$ cat src/rtl/rr_mux_n.sv
// N-channel round-robin mux with a single registered output slot (valid/ready both sides).
// Optional RR_MUX_N_STATS_EN adds a saturating 16-bit output-transfer counter (xfer_cnt).

module rr_mux_n_lane #(
  parameter int W = 8
) (
  input  logic         gnt,
  input  logic         en,
  input  logic [W-1:0] din,
  output logic         rdy,
  output logic [W-1:0] dmask
);
  assign rdy   = en & gnt;
  assign dmask = gnt ? din : '0;
endmodule

module rr_mux_n #(
  parameter int N  = 4,
  parameter int W  = 8,
  parameter int SW = $clog2(N)
) (
  input  logic           clk,
  input  logic           rst_n,
  input  logic [N-1:0]   in_valid,
  input  logic [N*W-1:0] in_data,
  output logic [N-1:0]   in_ready,
  output logic           out_valid,
  output logic [W-1:0]   out_data,
  output logic [SW-1:0]  out_sel,
  input  logic           out_ready
`ifdef RR_MUX_N_STATS_EN
  ,
  output logic [15:0]    xfer_cnt
`endif
);
  logic [N-1:0][W-1:0] din;
  logic [N-1:0][W-1:0] dmask;
  logic [N-1:0]        gnt_oh;
  logic [SW-1:0]       ptr;
  logic [SW-1:0]       gnt;
  logic                gnt_vld;
  logic                ld;
  logic                en;
  logic                xfer;
  logic [W-1:0]        mux_data;
  logic [SW:0]         idx;

  assign din = in_data;
  assign ld  = !out_valid || out_ready;
  // rst_n gates the grant so in_ready stays low throughout reset
  assign en  = rst_n && ld && gnt_vld;

  // Descending scan so the last hit is the nearest channel at/after ptr.
  always_comb begin
    gnt     = '0;
    gnt_vld = 1'b0;
    idx     = '0;
    for (int k = N - 1; k >= 0; k--) begin
      idx = {1'b0, ptr} + (SW+1)'(k);
      if (idx >= (SW+1)'(N)) idx = idx - (SW+1)'(N);
      if (in_valid[idx[SW-1:0]]) begin
        gnt_vld = 1'b1;
        gnt     = idx[SW-1:0];
      end
    end
  end

  assign gnt_oh = gnt_vld ? (N'(1) << gnt) : '0;

  for (genvar i = 0; i < N; i++) begin : g_lane
    rr_mux_n_lane #(.W(W)) u_lane (
      .gnt   (gnt_oh[i]),
      .en    (en),
      .din   (din[i]),
      .rdy   (in_ready[i]),
      .dmask (dmask[i])
    );
  end

  always_comb begin
    mux_data = '0;
    for (int i = 0; i < N; i++) mux_data = mux_data | dmask[i];
  end

  assign xfer = |(in_ready & in_valid);

  always_ff @(posedge clk or negedge rst_n) begin
    if (!rst_n) begin
      out_valid <= 1'b0;
      out_data  <= '0;
      out_sel   <= '0;
      ptr       <= '0;
    end else if (ld) begin
      if (xfer) begin
        out_valid <= 1'b1;
        out_data  <= mux_data;
        out_sel   <= gnt;
        ptr       <= (gnt == SW'(N - 1)) ? '0 : gnt + 1'b1;
      end else begin
        out_valid <= 1'b0;
      end
    end
  end

`ifdef RR_MUX_N_STATS_EN
  always_ff @(posedge clk or negedge rst_n) begin
    if (!rst_n)                                              xfer_cnt <= '0;
    else if (out_valid && out_ready && xfer_cnt != 16'hFFFF) xfer_cnt <= xfer_cnt + 16'd1;
  end
`endif
endmodule

$ cat config.mk
export PLATFORM = sky130hd
export DESIGN_NAME = rr_mux_n
export DESIGN_NICKNAME = d
export VERILOG_FILES = /design/src/rtl/rr_mux_n.sv
export SDC_FILE = /design/constraint.sdc
export NUM_CORES = 1
export LEC_CHECK = 0
export CORE_UTILIZATION = 50
export DETAILED_ROUTE_END_ITERATION = 16
export DONT_BUFFER_PORTS = 1
export GPL_TIMING_DRIVEN = 1
export PLACE_DENSITY = 0.68
export SLEW_MARGIN = 20
export SYNTH_ARGS = -nofsm -noshare
export SYNTH_HDL_FRONTEND = slang
export SYNTH_HIERARCHICAL = 1
export SYNTH_SLANG_ARGS = --single-unit
$ cat constraint.sdc
create_clock -name clk -period 2.4 [get_ports clk]
set_input_delay 0.36 -clock clk [delete_from_list [all_inputs] [get_ports clk]]
set_output_delay 0.36 -clock clk [all_outputs]
set_load 0.01 [all_outputs]
==> results.py <==
metrics = {
    "finish": {
        "drive_above_1_share_pct": 28.91,
        "mostFrequentLayoutCells": "33 x and2_1, 15 x buf_4, 13 x dfrtp_1",
        "area.growth.synth_to_final_pct": 26.29,
        "finish.net_count": 172,
        "antenna_cells": 0,
        "layout_utilization_pct": 67.54,
        "fillers": 151,
        "layout.cells.most_common": "and2_1",
    },
    "clock_network": {
        "clkSlewWorstSetupHoldPaths_ns": 0.08,
        "cts_buffers": 3,
        "clock_tree_root_buffer_cell": "clkbuf_4",
        "worst_skew_pair.late_latency_ns": 0.27,
        "clock_tree.htree_level_count": 1,
        "cts_buffer_depth": 2,
        "cts_tree": "built",
        "cts.sinks": 13,
    },
    "grt": {
        "first_pass_grt_wire_length_mm": 3.484,
        "number_of_antenna_violations_at_the_first_check_in_global_routing": 0,
        "first_global_vias": 804,
        "grt_max_degree": 14,
        "overflow": 0,
        "globalRouteTotalUtil_pct": 24.28,
    },
    "yosys": {
        "post_synth_inst_count": 108,
        "yosys.area_share.adder_pct": 5.420,
        "yosysTopAreaCellShare_pct": 35.23,
        "synth_top_cells_by_area": "dfrtp_1 35%, and2_1 24%, nor4_1 6.1%, ha_1 5.4%, nor2b_1 5.4%",
        "synth.mux.area_fraction_pct": 3.659,
        "synth_fp_nets": 151,
        "number_of_storage_elements_in_the_synthesis_netlist": 13,
        "post_synth_xor_area_fraction_pct": 0,
        "netlist_area_sq_um": 923.4,
        "synth_area_leader_cell": "dfrtp_1",
        "synth_sequential_area_ratio_pct": 35.23,
        "synth_simple_gate_area_share_pct": 43.36,
        "synth_compound_gate_area_share_pct": 10.16,
        "synthDistinctLibCells": 22,
        "largest_family_of_logic_cells_by_synthesized_area": "simple AND/OR/NAND/NOR gates",
        "number_of_warnings_reported_in_the_yosys_synthesis_log": 6,
        "syn_avg_cell_area_sq_um": 8.550,
    },
    "timing": {
        "final.setup.worst_slack_ns": 0.08286,
        "endpoints_failing_setup": 0,
        "final_hold_viol_count": 0,
        "finalCriticalPeriod_ns": 2.317,
        "post-route-period-util_pct": 96.55,
        "hold-worst-slack_ns": 0.3582,
        "worst_clk_skew_ns": 0.004959,
        "fin_tns_setup_ns": 0,
        "worst_slew_margin_rel_pct": 63.04,
        "worst-slew-pin-transition_ns": 0.5525,
        "maxSlewViolCount": 0,
        "rsz0062_at_grt": "no",
        "timing.fmax_ghz": 0.4316,
    },
    "pwr": {
        "power_density_nw_per_um2": 1101,
        "max-vdd-ir-drop_v": 0.0007732,
        "leakage_nw": 0.5277,
    },
    "worst_setup_path": {
        "sequence_of_cells_on_the_critical_path": "a21boi_0 -> o32a_1 -> ha_1 -> nor2b_2 -> and2_1 -> buf_4 -> buf_4",
        "critPathCaptureType": "output pin",
        "rr_startpoint": "ptr[1]$_DFFE_PN0P_",
        "start_kind": "flop",
        "timing_worst_setup_path_type": "flop to output pin",
        "critical-path-top-cell-by-count": "buf_4",
        "worstPathRequired_ns": 2.04,
        "worst-r2r-cell-count": 9,
        "crit_family": "compound AO/OA/AOI/OAI gates",
        "path_buf_inv": 2,
        "worst_path_max_delay_cell": "dfrtp_1",
        "regToRegEndpoint": "out_sel[0]$_DFFE_PN0P_",
        "worst_ep_arrival_time_ns": 1.96,
        "critical-path-max-stage-delay_ns": 0.42,
        "worstPathMaxFanout": 5,
        "timing.reg2reg.setup_slack_ns": 0.11,
    },
    "die": {
        "start_util_pct": 53.48,
        "placementRows": 15,
        "die-area_sq_um": 2023,
        "horizontal_die_dimension_microns": 44.98,
        "core_area_sq_um": 1727,
        "chipHeight_microns": 44.98,
        "io_pins": 54,
    },
    "min_path": {
        "worst_hold_path.endpoint": "out_valid$_DFFE_PN0N_",
        "timing.hold.worst.start": "out_ready",
        "hold_path_class": "input pin to flop",
        "hold-path-cell-count": 2,
    },
    "detailed_routing": {
        "detailedRoute.firstIterationViolations": 12,
        "route.antenna.remaining_nets": 0,
        "wl_per_cell_microns": 15.49,
        "via_per_inst": 5.588,
        "routed_wirelength_mm": 2.370,
        "drc": 0,
        "drt-pass1-iter-count": 4,
        "routed-via-count": 855,
    },
    "job": {
        "max_cap_violations": 0,
    },
    "placement": {
        "dpl.hpwl_mm": 1.856,
        "detailedPlace.worstSlack_ns": -0.1633,
        "place_congestion": 0.7299,
        "portBuffers": 0,
    },
    "outcome": {
        "run_status": "finished, final reports clean",
    },
}
-- how the worst max path moves through the flow --
stage,cells past startpoint,startpoint,slack [ns],end
floorplan,11,in_valid[2],-0.007,out_sel[1]$_DFFE_PN0P_
global placement,10,in_valid[2],-0.04,out_sel[0]$_DFFE_PN0P_
detailed placement,12,in_valid[2],-0.16,out_data[7]$_DFFE_PN0P_
CTS,11,ptr[1]$_DFFE_PN0P_,0.04,out_data[5]$_DFFE_PN0P_
global route,7,ptr[1]$_DFFE_PN0P_,0.004,in_ready[3]
finish,7,ptr[1]$_DFFE_PN0P_,0.08,in_ready[3]
-- synth_stat cells --
master / number
and2_1: 36
dfrtp_1: 13
nor2_1: 11
a21oi_1: 9
nor4_1: 9
nor2b_1: 8
ha_1: 4
a22oi_1: 2
inv_1: 2
mux2_2: 2
a21boi_0: 1
a21boi_1: 1
buf_2: 1
buf_4: 1
mux2_1: 1
nand2_1: 1
nand2b_1: 1
nand3_1: 1
nor3_1: 1
nor3b_1: 1
o22a_1: 1
o32a_1: 1
-- layout make-up --
| cell class | count | area (sq um) | share of cell area, % |
|---|---|---|---|
| timing repair buffer | 18 | 138.9 | 11.91 |
| clock buffer | 3 | 22.52 | 1.931 |
| sequential | 13 | 325.3 | 27.90 |
| inverter | 2 | 7.507 | 0.6438 |
| clock inverter | 1 | 5.005 | 0.4292 |
| multi-input combinational | 91 | 635.6 | 54.51 |
| tap | 25 | 31.28 | 2.682 |
-- flip-flops by register name, summed over array words and instances, names as in the netlist --
register and count:
out_sel 2, ptr 2, out_valid 1, out_data 8
-- logic make-up (layout without fill, tap and decap cells) --
logic type,count (synthesis),count (layout)
multiplexers,3,3
AO/OA/AOI/OAI,15,15
buffers and inverters,4,24
adder cells (fa/ha/maj),4,4
AND/OR/NAND/NOR,69,69
flip-flops,13,13
-- through the flow --
| stage | total power [mW] | cell area, sq um | cells |
|---|---|---|---|
| after CTS | 1.242 | 1126 | 151 |
| after global placement | 1.062 | 1084 | 146 |
| after global routing | 1.389 | 1166 | 153 |
| after detailed placement | 1.096 | 1084 | 146 |
| after floorplan | 0.8721 | 952.2 | 108 |
| final | 1.283 | 1166 | 153 |
-- worst reg2reg max path: stages (launching register included) --
cell and delay, ns:
dfrtp_1 0.42, a21boi_0 0.11, o32a_1 0.36, inv_2 0.09, ha_1 0.14, nor2b_4 0.14
and2_4 0.15, a22oi_2 0.10, a21boi_4 0.29, mux2_2 0.37
-- where the power goes --
group          leakage [nW]  internal, mW  switching [mW]
logic                 0.361         0.361           0.333
clock network        0.0177        0.0617          0.0704
registers             0.149         0.331           0.126
-- per-layer routing --
metal / global-route usage [%] / part of all wire, %
met5: 0 / 0
met4: 12.12 / 1.4
met3: 2.000 / 4.9
met2: 42.03 / 49
met1: 30.23 / 45
-- timing repair --
item	in CTS	in global routing
setup buffers	0	1
pin swaps	0	3
endpoints found under the hold margin	13	0
endpoints found under the setup margin	11	11
gates resized for setup	2	7
gates cloned	0	1
hold buffers	1	0
(Power assumes the default switching activity.)
